## config.mk

```make
export PLATFORM = sky130hd
export DESIGN_NAME = demux_1to8_seq
export DESIGN_NICKNAME = d
export VERILOG_FILES = /design/src/rtl/demux_1to8_seq.sv
export SDC_FILE = /design/constraint.sdc
export NUM_CORES = 1
export LEC_CHECK = 0
export ABC_CLOCK_PERIOD_IN_PS = 1800
export CORE_ASPECT_RATIO = 1.25
export CORE_MARGIN = 1.5
export CORE_UTILIZATION = 35
export DETAILED_ROUTE_END_ITERATION = 8
export PLACE_DENSITY = 0.58
export RECOVER_POWER = 100
export SYNTH_ARGS = -nofsm -noshare
export SYNTH_HDL_FRONTEND = slang
export SYNTH_SLANG_ARGS = --single-unit
```

## constraint.sdc

```tcl
create_clock -name clk -period 1.8 [get_ports clk]
set_input_delay 0.27 -clock clk [delete_from_list [all_inputs] [get_ports clk]]
set_output_delay 0.27 -clock clk [all_outputs]
set_load 0.05 [all_outputs]
```

## src/rtl/demux_1to8_seq.sv

```systemverilog
// demux_1to8_seq: registered 1-to-8 serial demultiplexer.
// Auto mode walks the lanes 0..7 with an internal pointer (IDLE/FILL/DONE),
// manual mode writes the lane picked by S. Optional feature macro:
// DEMUX_PARITY_EN adds a PARITY state after lane 7 and the parity_err output.
// Handshake: D is consumed on a rising edge only while D_valid is high; there
// is no back-pressure, every valid bit is accepted on the edge it is presented.
module demux_1to8_seq (
  input  logic       clk,
  input  logic       rst_n,
  input  logic       D,
  input  logic       D_valid,
  input  logic       mode,
  input  logic [2:0] S,
  input  logic       clear,
  output logic [7:0] Y,
  output logic [7:0] Y_strobe,
  output logic       frame_done,
  output logic [2:0] lane_ptr,
`ifdef DEMUX_PARITY_EN
  output logic       parity_err,
`endif
  output logic [1:0] state_dbg
);

  typedef enum logic [1:0] {
    ST_IDLE   = 2'd0,
    ST_FILL   = 2'd1,
`ifdef DEMUX_PARITY_EN
    ST_PARITY = 2'd3,
`endif
    ST_DONE   = 2'd2
  } state_t;

  state_t     r_state;
  logic [2:0] r_ptr;
  logic [7:0] r_y;
  logic [7:0] r_strobe;
  logic       r_mode_q;

  state_t     w_state_cur;
  state_t     w_state_nxt;
  logic       w_abort;
  logic [2:0] w_ptr_cur;
  logic [2:0] w_ptr_nxt;
  logic [7:0] w_y_nxt;
  logic [7:0] w_strobe_nxt;

`ifdef DEMUX_PARITY_EN
  logic       r_perr;
  logic       w_perr_nxt;
`endif

  // A mode flip since the last edge drops any partial frame before this
  // edge's bit is handled, so the bit is processed from a fresh IDLE.
  assign w_abort     = (mode != r_mode_q);
  assign w_state_cur = w_abort ? ST_IDLE : r_state;
  assign w_ptr_cur   = w_abort ? 3'd0 : r_ptr;

  // State and datapath registers; reset discards everything immediately.
  always_ff @(posedge clk or negedge rst_n) begin
    if (!rst_n) begin
      r_state  <= ST_IDLE;
      r_ptr    <= 3'd0;
      r_y      <= 8'h00;
      r_strobe <= 8'h00;
      r_mode_q <= 1'b0;
`ifdef DEMUX_PARITY_EN
      r_perr   <= 1'b0;
`endif
    end else begin
      r_state  <= w_state_nxt;
      r_ptr    <= w_ptr_nxt;
      r_y      <= w_y_nxt;
      r_strobe <= w_strobe_nxt;
      r_mode_q <= mode;
`ifdef DEMUX_PARITY_EN
      r_perr   <= w_perr_nxt;
`endif
    end
  end

  // Next state, lane pointer, lane data and strobe; clear wins over D_valid.
  always_comb begin
    w_state_nxt  = w_state_cur;
    w_ptr_nxt    = w_ptr_cur;
    w_y_nxt      = r_y;
    w_strobe_nxt = 8'h00;
`ifdef DEMUX_PARITY_EN
    w_perr_nxt   = 1'b0;
`endif
    if (clear) begin
      w_state_nxt = ST_IDLE;
      w_ptr_nxt   = 3'd0;
      w_y_nxt     = 8'h00;
    end else if (mode) begin
      // Manual mode never runs a frame; the pointer is left alone.
      w_state_nxt = ST_IDLE;
      if (D_valid) begin
        w_y_nxt[S]      = D;
        w_strobe_nxt[S] = 1'b1;
      end
    end else begin
      case (w_state_cur)
        // DONE behaves like IDLE so a bit in the DONE cycle starts the next frame.
        ST_IDLE, ST_DONE: begin
          if (D_valid) begin
            w_y_nxt[0]      = D;
            w_strobe_nxt[0] = 1'b1;
            w_ptr_nxt       = 3'd1;
            w_state_nxt     = ST_FILL;
          end else begin
            w_ptr_nxt   = 3'd0;
            w_state_nxt = ST_IDLE;
          end
        end
        ST_FILL: begin
          if (D_valid) begin
            w_y_nxt[w_ptr_cur]      = D;
            w_strobe_nxt[w_ptr_cur] = 1'b1;
            if (w_ptr_cur == 3'd7) begin
              w_ptr_nxt   = 3'd0;
`ifdef DEMUX_PARITY_EN
              w_state_nxt = ST_PARITY;
`else
              w_state_nxt = ST_DONE;
`endif
            end else begin
              w_ptr_nxt = w_ptr_cur + 3'd1;
            end
          end
        end
`ifdef DEMUX_PARITY_EN
        // The parity bit is checked against the completed frame, never stored.
        ST_PARITY: begin
          if (D_valid) begin
            w_perr_nxt  = (^r_y) ^ D;
            w_state_nxt = ST_DONE;
          end
        end
`endif
        default: begin
          w_state_nxt = ST_IDLE;
          w_ptr_nxt   = 3'd0;
        end
      endcase
    end
  end

  // Outputs come straight from registers; frame_done is the DONE state itself.
  always_comb begin
    Y          = r_y;
    Y_strobe   = r_strobe;
    lane_ptr   = r_ptr;
    frame_done = (r_state == ST_DONE);
    state_dbg  = r_state;
`ifdef DEMUX_PARITY_EN
    parity_err = r_perr & (r_state == ST_DONE);
`endif
  end

endmodule

```

==> summary.md, run 1 <==
| Metric | Value |
|---|---|
| Leakage power | `0.732 nW` |
| Met2 GRT Util | `30.7%` |
| Synth async-reset ratio | `100%` |
| Syn Area/Cell | `9.62 µm²` |
| Unrepaired setup endpoints after global routing | `false` |
| Area contributors post-synth | `dfrtp_1 (43%), a21oi_1 (5.1%), nor2b_1 (4.9%)` |
| Worst EP required | `1.53 ns` |
| Fill cells | `324` |
| Net Count, Synth | `143` |
| Minimum clock period | `1.73 ns` |
| Setup CP Type | `register to output port` |
| Switching pwr | `354 µW` |
| Max Slew Vio Count | `0` |
| Area leader, netlist | `dfrtp_1` |
| Synth-to-layout area growth | `35.0%` |
| Worst hold slack | `0.417 ns` |
| H-Tree Level Count | `1` |
| Average wire per cell in the routed design | `15.4 µm` |
| DRT Wirelength | `3.37 mm` |
| GRT Max-Usage Layer | `met2` |
| Top-area cell type share of the netlist area | `43.3%` |
| Area of the die | `4000 µm²` |
| Grt total ovfl | `0` |
| Post-CTS Hold Fix Bufs | `0` |
| #FFs+latches synth | `22` |
| Startpoint types | `register` |
| CP arrival | `1.46 ns` |
| Fin util | `49.2%` |
| Die W | `56.9 µm` |
| Fin Clk Skew | `0.00479 ns` |
| Setup_tns | `0 ns` |
| Final WS setup | `0.0743 ns` |
| Crit. End Element | `output port` |
| Synth Warn # | `0` |
| WP buf/inv | `1` |
| Cell Area, Placed | `1720 µm²` |
| CTS buffer count | `3` |
| Register area share after synthesis | `43.3%` |
| Post-synth top flop | `dfrtp_1` |
| ANT cells | `0` |
| Core Footprint | `3480 µm²` |
| Skew-Pair Late Insertion Delay | `0.27 ns` |
| Site row count | `24` |
| Met3 Track Usage GR | `2.78%` |
| Met1 usage | `24.1%` |
| Cell variety after synth | `42` |
| Design area | `1710 µm²` |
| Period utilisation layout | `95.9%` |
| Detailed Route Iter0 Violations | `29` |
| Dominant delay contributor by cell family on the critical path | `buffers and inverters` |
| Root Buffer | `clkbuf_8` |
| PortBufs | `30` |
| Power per cell area | `730 nW/µm²` |
| Number of remaining DRC errors | `0` |
| FMAX | `579 MHz` |
| Ports | `31` |
| Actual slew at the worst max-slew pin | `0.607 ns` |
| Initial Utilization | `36.5%` |
| Critical Path, Cell by Cell | `dlygate4sd3_1` |
| Clk slew on worst S/H paths | `0.09 ns` |
| Post-CTS setup repair buffer count | `0` |
| Sw Share | `28.3%` |
| Vias per std cell | `5.53` |
| Remaining antenna violation count after routing | `0` |
| Maximum vdd drop | `0.331 mV` |
| CTS Sinks | `22` |
| Antenna violations before repair | `0` |
| Worst hold path class | `primary input to async pin` |
| CTS max path bufs | `2` |
| Nets | `191` |
| Post-CTS sizing | `0` |
| Max_cap viols | `0` |
| Combinational power share | `19.9%` |
| Synthesized area | `1270 µm²` |
| Max FO, Critical Path | `1` |
| Vias in the first global route | `1218` |
| Mapped Cells | `132` |
| HPWL after DPL | `2.38 mm` |
| Via count | `1206` |
| Clk pwr share | `37.6%` |
| CP max-delay cell | `dlygate4sd3_1` |
| Headroom to the max-slew limit | `59.7%` |
| Routability Congestion | `0.838` |
| Pre-CTS WS | `-0.259 ns` |
| Top-count cell post-synth | `dfrtp_1` |
| Count of final hold-check violations | `0` |
| First drt pass iteration count | `4` |
| Fraction of layout cells with a size suffix above 1 | `19.0%` |
| Post-synth top cells | `dfrtp_1 (22), a21oi_1 (13), nor2_1 (11)` |
| Final setup fails | `0` |
| CP max stage delay | `0.86 ns` |
| Status | `finished, final reports clean` |
| Post-synth EDFFs | `0` |
| CTS tree | `yes` |
| Pint | `898 µW` |
| Sequential Power Share | `42.5%` |
| GRT Util Overall | `18.1%` |
| Die height | `70.3 µm` |
| First-pass GRT wire length | `5.77 mm` |
| Largest net degree at the start of global routing | `23` |
## area by class of cell
class                           count  area [µm²]  area share [%]
Multi-Input combinational cell     99         667            38.9
Sequential cell                    22         556            32.4
Timing Repair Buffer               52         364            21.2
Tap cell                           39        48.8            2.85
Clock buffer                        3        41.3            2.41
Clock inverter                      1        30.0            1.75
Inverter                            2        7.51           0.438
## layout by cell type (no fill, tap or decap), drive strengths merged, types with 2 or more instances in the layout
master / instances
a21boi: 2
a21oi: 13
a22oi: 5
a311oi: 2
a32oi: 2
and2: 3
buf: 19
clkbuf: 21
clkdlybuf4s50: 6
dfrtp: 22
dlygate4sd3: 9
ha: 2
inv: 2
mux2i: 2
nand2: 6
nand2b: 3
nand3: 4
nand4b: 4
nor2: 11
nor2b: 11
nor3: 3
nor4bb: 3
o21ai: 3
o31ai: 5
## cells by family after synthesis
logic type / share of synthesized area, %
buffers and inverters: 4.14
adders and majority gates: 1.97
xor gates and xnor gates: 0.690
AOI/OAI and AO/OA: 20.7
DFF: 43.3
and+or+nand+nor: 26.7
muxes: 2.46
## per-layer routing
metal,share of wire (%),vias up
li1,-,584
met1,42,569
met2,52,47
met3,5.3,6
met4,1.1,0
met5,0,-
## sequential cells by signal (all words and copies together), names as in the netlist
register / cells
Y_strobe: 8
state_dbg: 2
lane_ptr: 3
Y: 8
r_mode_q: 1
## power by group through the flow
stage | logic (mW) | registers (mW) | clock network, mW
2_1_floorplan | 0.0968 | 0.600 | 0
3_3_place_gp | 0.264 | 0.540 | 0
3_5_place_dp | 0.268 | 0.540 | 0
4_1_cts | 0.270 | 0.531 | 0.483
5_1_grt | 0.269 | 0.535 | 0.500
6_report | 0.249 | 0.531 | 0.471
## final timing paths
path | startpoint | end | slack [ns] | cells after the start
max | Y_strobe[1]$_DFF_PN0_ | Y_strobe[1] | 0.07 | 1
min | rst_n | Y_strobe[5]$_DFF_PN0_ | 0.42 | 2
max reg2reg | lane_ptr[1]$_DFF_PN0_ | Y[0]$_DFFE_PN0P_ | 0.07 | 4
min reg2reg | Y[5]$_DFFE_PN0P_ | Y[5]$_DFFE_PN0P_ | 0.53 | 2
max in group asynchronous | rst_n | lane_ptr[1]$_DFF_PN0_ | 1.13 | 2
min in group clk | mode | r_mode_q$_DFF_PN0_ | 0.44 | 2
## stage by stage
step / std cells / total power, mW
after detailed placement: 214 / 0.808
after global placement: 214 / 0.804
after floorplan: 132 / 0.697
after CTS: 218 / 1.28
final: 218 / 1.25
after global routing: 218 / 1.30
Note: power is estimated with default switching activity, not from simulation.
==> inputs of run 2 (changes only) <==
--- a/config.mk
+++ b/config.mk
@@ -11,7 +11,8 @@
 export CORE_UTILIZATION = 35
 export DETAILED_ROUTE_END_ITERATION = 8
 export PLACE_DENSITY = 0.58
-export RECOVER_POWER = 100
+export RECOVER_POWER = 25
 export SYNTH_ARGS = -nofsm -noshare
 export SYNTH_HDL_FRONTEND = slang
 export SYNTH_SLANG_ARGS = --single-unit
+export TNS_END_PERCENT = 100
==> run 2 against run 1 <==
First-iteration DRC count increased by 72%. Setup slack better by 0.0037 ns. Wire length shrank 0.30%. Clock skew down 0.0011 ns. Sequential share of layout area is 1.3 points lower. Clock power barely moved. Non-clock buffer count unchanged. Register-to-register slack is essentially flat. Die area unchanged. Via count stayed put. Largest cell class unchanged. Largest power group unchanged. Highest routed layer unchanged.
==> summary.md, run 2 (synthesized netlist as in run 1, its figures left out) <==
| Metric | Value |
|---|---|
| CP max-delay cell | `or4_4 (was dlygate4sd3_1)` |
| Leakage power | `0.778 nW (was 0.732 nW)` |
| Status | `finished, final reports clean (unchanged)` |
| Max FO, Critical Path | `2 (was 1)` |
| Ports | `31 (unchanged)` |
| Worst hold path class | `primary input to async pin (unchanged)` |
| Fill cells | `297 (was 324)` |
| Core Footprint | `3480 µm² (unchanged)` |
| Max Slew Vio Count | `0 (unchanged)` |
| Root Buffer | `clkbuf_8 (unchanged)` |
| Vias in the first global route | `1218 (unchanged)` |
| Reg2reg setup slack | `0.08 ns (was 0.07 ns)` |
| CTS tree | `yes (unchanged)` |
| Post-CTS Hold Fix Bufs | `0 (unchanged)` |
| Most common cell after layout, fill and taps aside | `buf_4 (unchanged)` |
| CP arrival | `1.88 ns (was 1.46 ns)` |
| Most frequent cells in the layout | `buf_4 (35), dfrtp_1 (18), clkdlybuf4s50_1 (14), a21oi_1 (13), nor2_1 (11) (was buf_4 (19), dfrtp_1 (18), clkbuf_1 (17), a21oi_1 (13), nor2_1 (11))` |
| Synth-to-layout area growth | `40.7% (was 35.0%)` |
| Dominant delay contributor by cell family on the critical path | `simple AND/OR/NAND/NOR gates (was buffers and inverters)` |
| HPWL after DPL | `2.38 mm (unchanged)` |
| CTS buffer count | `3 (unchanged)` |
| Nets | `191 (unchanged)` |
| Worst EP required | `1.96 ns (was 1.53 ns)` |
| Actual slew at the worst max-slew pin | `0.491 ns (was 0.607 ns)` |
| CTS max path bufs | `2 (unchanged)` |
| First drt pass iteration count | `4 (unchanged)` |
| Vias per std cell | `5.53 (unchanged)` |
| Detailed Route Iter0 Violations | `50 (was 29)` |
| CTS Sinks | `22 (unchanged)` |
| Remaining antenna violation count after routing | `0 (unchanged)` |
| Largest net degree at the start of global routing | `23 (unchanged)` |
| Met2 GRT Util | `30.7% (unchanged)` |
| Headroom to the max-slew limit | `67.2% (was 59.7%)` |
| Initial Utilization | `36.5% (unchanged)` |
| Crit. End Element | `register (was output port)` |
| Critical Path, Cell by Cell | `or4_4 > a311oi_2 > mux2i_1 > nor2_1 (was dlygate4sd3_1)` |
| Site row count | `24 (unchanged)` |
| Die W | `56.9 µm (unchanged)` |
| Period utilisation layout | `95.7% (was 95.9%)` |
| Antenna violations before repair | `0 (unchanged)` |
| Power per cell area | `711 nW/µm² (was 730 nW/µm²)` |
| Startpoint types | `register (unchanged)` |
| Grt total ovfl | `0 (unchanged)` |
| Routability Congestion | `0.838 (unchanged)` |
| Skew-Pair Late Insertion Delay | `0.27 ns (about the same)` |
| Via count | `1206 (unchanged)` |
| Average wire per cell in the routed design | `15.4 µm (about the same)` |
| FMAX | `581 MHz (was 579 MHz)` |
| GRT Max-Usage Layer | `met2 (unchanged)` |
| Clk slew on worst S/H paths | `0.09 ns (about the same)` |
| Setup CP Type | `register to register (was register to output port)` |
| Met3 Track Usage GR | `2.78% (unchanged)` |
| Die height | `70.3 µm (unchanged)` |
| Count of final hold-check violations | `0 (unchanged)` |
| Fraction of layout cells with a size suffix above 1 | `27.9% (was 19.0%)` |
| Fin Clk Skew | `0.00370 ns (was 0.00479 ns)` |
| Max_cap viols | `0 (unchanged)` |
| PortBufs | `30 (unchanged)` |
| First-pass GRT wire length | `5.77 mm (unchanged)` |
| DRT Wirelength | `3.36 mm (was 3.37 mm)` |
| WP buf/inv | `0 (was 1)` |
| ANT cells | `0 (unchanged)` |
| Minimum clock period | `1.72 ns (was 1.73 ns)` |
| Final setup fails | `0 (unchanged)` |
| H-Tree Level Count | `1 (unchanged)` |
| Unrepaired setup endpoints after global routing | `false (unchanged)` |
| Area of the die | `4000 µm² (unchanged)` |
| Cell Area, Placed | `1720 µm² (unchanged)` |
| CP max stage delay | `0.55 ns (was 0.86 ns)` |
| Worst hold slack | `0.414 ns (was 0.417 ns)` |
| Maximum vdd drop | `0.334 mV (was 0.331 mV)` |
| GRT Util Overall | `18.1% (unchanged)` |
| Met1 usage | `24.1% (unchanged)` |
| Design area | `1790 µm² (was 1710 µm²)` |
| Number of remaining DRC errors | `0 (unchanged)` |
==> run 2: cell types whose count changed in the layout (fill, tap and decap cells not counted), moves of 2 or more <==
cell | before | now
buf_4 | 19 | 35
clkbuf_1 | 17 | 1
clkdlybuf4s50_1 | 6 | 14
dlygate4sd3_1 | 9 | 1
o21ai_0 | 2 | 0
o21ai_1 | 1 | 3
==> run 2: timing repair <==
item / in CTS / in global routing
gates resized for setup: 0 / 2
buffers inserted: 0 / 0
endpoints found under the setup margin: 0 / 6
==> run 2: where the power goes <==
group / internal (mW) / switching, mW
clock network: 0.297 / 0.173
logic: 0.105 / 0.162
registers: 0.513 / 0.0184
==> run 2: cell type report <==
type,count,area (µm²),share of cell area (%)
Timing Repair Buffer,52,437,24.4
Sequential cell,22,556,31.1
Clock inverter,1,30.0,1.68
Multi-Input combinational cell,99,667,37.3
Clock buffer,3,41.3,2.31
Inverter,2,7.51,0.420
Tap cell,39,48.8,2.73
==> run 2: layer usage <==
metal / vias up / wire length (µm)
li1: 581 / -
met1: 574 / 1430
met2: 45 / 1730
met3: 6 / 158
met4: 0 / 37
met5: - / 0
==> run 2: per-stage QoR <==
| stage | instances | worst slack, ns | power (mW) | TNS (ns) | util, % |
|---|---|---|---|---|---|
| after floorplan | 132 | -0.0201 | 0.697 | -0.0201 | - |
| final | 218 | 0.0780 | 1.27 | 0 | 51.3 |
| after detailed placement | 214 | -0.259 | 0.808 | -2.03 | 49.4 |
| after global placement | 214 | -0.164 | 0.804 | -1.57 | 49.4 |
| after global routing | 218 | 0.0115 | 1.32 | 0 | 51.3 |
| after CTS | 218 | 0.0158 | 1.28 | 0 | 51.4 |
==> run 2: worst paths after layout <==
| kind | from | end | cells past startpoint |
|---|---|---|---|
| worst min register to register | Y[5]$_DFFE_PN0P_ | Y[5]$_DFFE_PN0P_ | 2 |
| worst max-delay path | lane_ptr[1]$_DFF_PN0_ | Y[0]$_DFFE_PN0P_ | 4 |
| worst min-delay path | rst_n | Y[5]$_DFFE_PN0P_ | 2 |
| max in group asynchronous | rst_n | lane_ptr[2]$_DFF_PN0_ | 2 |
| worst max register to register | lane_ptr[1]$_DFF_PN0_ | Y[0]$_DFFE_PN0P_ | 4 |
| min in group clk | mode | r_mode_q$_DFF_PN0_ | 2 |
==> inputs of run 3 (changes only) <==
--- a/config.mk
+++ b/config.mk
@@ -8,9 +8,9 @@
 export ABC_CLOCK_PERIOD_IN_PS = 1800
 export CORE_ASPECT_RATIO = 1.25
 export CORE_MARGIN = 1.5
-export CORE_UTILIZATION = 35
+export CORE_UTILIZATION = 44
 export DETAILED_ROUTE_END_ITERATION = 8
-export PLACE_DENSITY = 0.58
+export PLACE_DENSITY = 0.71
 export RECOVER_POWER = 25
 export SYNTH_ARGS = -nofsm -noshare
 export SYNTH_HDL_FRONTEND = slang
==> run 3 against run 2 <==
Sequential power about the same. Sequential share of layout area rose by 0.46 points. Highest routed layer unchanged. Critical path type is now register to output port. Via count is 0.41% higher. Critical path depth is 3 lower. Wire length shrank 3.5%. Clock skew rose by 0.011 ns. Non-clock buffer count rose by 1. Final cell count fell by 1.8%. Register-to-register slack better by 0.02 ns.
==> summary.md, run 3 (synthesized netlist as in run 1, its figures left out) <==
| Metric | Value |
|---|---|
| CP Capture Point | `Y_strobe[0] (was Y[0]$_DFFE_PN0P_)` |
| Worst path depth | `1 (was 4)` |
| Final WS setup | `0.0752 ns (was 0.0780 ns)` |
| Via count | `1211 (was 1206)` |
| CP arrival | `1.45 ns (was 1.88 ns)` |
| Max Slew Vio Count | `0 (unchanged)` |
| ANT cells | `0 (unchanged)` |
| Status | `finished, final reports clean (unchanged)` |
| Cell Area, Placed | `1720 µm² (about the same)` |
| Headroom to the max-slew limit | `21.5% (was 67.2%)` |
| Maximum vdd drop | `0.549 mV (was 0.334 mV)` |
| Worst Setup SP | `Y_strobe[0]$_DFF_PN0_ (was lane_ptr[1]$_DFF_PN0_)` |
| Actual slew at the worst max-slew pin | `1.18 ns (was 0.491 ns)` |
| Initial Utilization | `46.9% (was 36.5%)` |
| Worst hold path class | `primary input to register (was primary input to async pin)` |
| Worst hold slack | `0.515 ns (was 0.414 ns)` |
| Max_cap viols | `0 (unchanged)` |
| GRT Util Overall | `22.6% (was 18.1%)` |
| Register area | `556 µm² (unchanged)` |
| Antenna violations before repair | `0 (unchanged)` |
| Period utilisation layout | `95.8% (was 95.7%)` |
| Top Layer Used | `met4 (unchanged)` |
| Crit. End Element | `output port (was register)` |
| Reg2reg setup slack | `0.10 ns (was 0.08 ns)` |
| Detailed Route Iter0 Violations | `34 (was 50)` |
| Design area | `1760 µm² (was 1790 µm²)` |
| Startpoint types | `register (unchanged)` |
| Skew-Pair Late Insertion Delay | `0.32 ns (was 0.27 ns)` |
| Ports | `31 (unchanged)` |
| Post-CTS sizing | `0 (unchanged)` |
| DRT Wirelength | `3.24 mm (was 3.36 mm)` |
| Most common cell after layout, fill and taps aside | `buf_4 (unchanged)` |
| Site row count | `21 (was 24)` |
| HPWL after DPL | `2.44 mm (was 2.38 mm)` |
| Switching pwr | `334 µW (was 354 µW)` |
| H-Tree Level Count | `1 (unchanged)` |
| Leakage power | `0.781 nW (was 0.778 nW)` |
| Pre-CTS WS | `-0.190 ns (was -0.259 ns)` |
| Final setup fails | `0 (unchanged)` |
| Met3 WL post-DR | `120 µm (was 158 µm)` |
| Count of final hold-check violations | `0 (unchanged)` |
| Post-CTS Hold Fix Bufs | `0 (unchanged)` |
| Synth-to-layout area growth | `38.6% (was 40.7%)` |
| Sw Share | `31.0% (was 27.9%)` |
| Worst EP required | `1.53 ns (was 1.96 ns)` |
| Clk pwr share | `26.0% (was 37.1%)` |
| FMAX | `580 MHz (was 581 MHz)` |
| Critical Path, Cell by Cell | `clkdlybuf4s50_1 (was or4_4 > a311oi_2 > mux2i_1 > nor2_1)` |
| Largest net degree at the start of global routing | `23 (unchanged)` |
| Setup CP Type | `register to output port (was register to register)` |
| Vias per std cell | `5.66 (was 5.53)` |
| Remaining antenna violation count after routing | `0 (unchanged)` |
| Reg-to-Reg Start | `r_mode_q$_DFF_PN0_ (was lane_ptr[1]$_DFF_PN0_)` |
| Pint | `745 µW (was 915 µW)` |
| Root Buffer | `clkbuf_4 (was clkbuf_8)` |
| Most frequent cells in the layout | `buf_4 (34), dfrtp_1 (18), clkdlybuf4s50_1 (16), a21oi_1 (13), nor2_1 (11) (was buf_4 (35), dfrtp_1 (18), clkdlybuf4s50_1 (14), a21oi_1 (13), nor2_1 (11))` |
| R2R cell count | `4 (unchanged)` |
| Core Footprint | `2710 µm² (was 3480 µm²)` |
| CTS max path bufs | `2 (unchanged)` |
| CTS buffer count | `3 (unchanged)` |
| Routability Congestion | `0.842 (was 0.838)` |
| First drt pass iteration count | `4 (unchanged)` |
| Minimum clock period | `1.72 ns (about the same)` |
| Power per cell area | `613 nW/µm² (was 711 nW/µm²)` |
| Combinational power share | `24.8% (was 21.0%)` |
| Sequential Power Share | `49.2% (was 41.9%)` |
| Average wire per cell in the routed design | `15.1 µm (was 15.4 µm)` |
| Max FO, Critical Path | `1 (was 2)` |
| CTS tree | `yes (unchanged)` |
| Vias in the first global route | `1204 (was 1218)` |
| Dominant delay contributor by cell family on the critical path | `buffers and inverters (was simple AND/OR/NAND/NOR gates)` |
| Fin Clk Skew | `0.0144 ns (was 0.00370 ns)` |
| FF-to-FF End | `Y[7]$_DFFE_PN0P_ (was Y[0]$_DFFE_PN0P_)` |
| Clk slew on worst S/H paths | `0.13 ns (was 0.09 ns)` |
| Post-CTS setup repair buffer count | `0 (unchanged)` |
| Nets | `192 (was 191)` |
| Fill cells | `234 (was 297)` |
| HP Start | `mode` |
| CP max stage delay | `0.79 ns (was 0.55 ns)` |
| Die height | `63.1 µm (was 70.3 µm)` |
| CTS Sinks | `22 (unchanged)` |
| Met2 wire len | `1.68 mm (was 1.73 mm)` |
| WP buf/inv | `1 (was 0)` |
| First-pass GRT wire length | `5.57 mm (was 5.77 mm)` |
| Unrepaired setup endpoints after global routing | `false (unchanged)` |
| M1 WL | `1.36 mm (was 1.43 mm)` |
| Area of the die | `3220 µm² (was 4000 µm²)` |
| CP max-delay cell | `clkdlybuf4s50_1 (was or4_4)` |
| Number of remaining DRC errors | `0 (unchanged)` |
| Grt total ovfl | `0 (unchanged)` |
| Die W | `51.1 µm (was 56.9 µm)` |
| Area of the multi-input gates | `667 µm² (unchanged)` |
| PortBufs | `30 (unchanged)` |
| Fraction of layout cells with a size suffix above 1 | `27.2% (was 27.9%)` |
==> run 3: changes by cell type in the layout (fill, tap and decap cells not counted), sizes merged <==
cell,previous run,this run
clkdlybuf4s50,14,16
buf,36,35
bufinv,1,0
clkbuf,4,5
dlygate4sd3,1,0
dlymetal6s2s,0,1
==> run 3: power by group through the flow <==
stage          Sequential (mW)  Clock (mW)  Combinational, mW
4_1_cts                  0.531       0.283              0.270
2_1_floorplan            0.600           0             0.0968
3_3_place_gp             0.539           0              0.263
6_report                 0.531       0.281              0.268
3_5_place_dp             0.541           0              0.269
5_1_grt                  0.535       0.307              0.287
==> run 3: metrics by stage <==
stage,setup TNS (ns),util (%),power [mW],instances
after global routing,0,65.0,1.13,214
after global placement,-0.397,63.7,0.803,210
after floorplan,-0.0201,-,0.697,132
after detailed placement,-1.16,63.7,0.809,210
after CTS,0,65.0,1.08,214
final,0,65.0,1.08,214
==> run 3: per-layer routing <==
layer	track usage, %	up-vias
met5	0	-
li1	-	581
met3	2.37	8
met4	8.45	0
met2	39.1	41
met1	28.3	581
==> run 3: worst min path at each step <==
stage,end,slack (ns),cells past startpoint
floorplan,Y[0]$_DFFE_PN0P_,-0.03,0
global placement,Y[7]$_DFFE_PN0P_,0.50,2
detailed placement,Y[7]$_DFFE_PN0P_,0.51,2
CTS,lane_ptr[0]$_DFF_PN0_,0.30,2
global route,r_mode_q$_DFF_PN0_,0.54,1
finish,r_mode_q$_DFF_PN0_,0.51,1
==> run 3: worst register-to-register path, cell delays in order, from the launching register on <==
cell	delay [ns]
dfrtp_2	0.50
or3b_1	0.46
o21ai_1	0.21
mux2_2	0.35
o21ai_1	0.11
==> run 3: final cells by class <==
class                      instances  area share (%)
clock buffer                       4            2.06
multi-input combinational         99            37.9
inverter                           2           0.426
sequential                        22            31.6
tap                               34            2.42
timing repair buffer              53            25.7
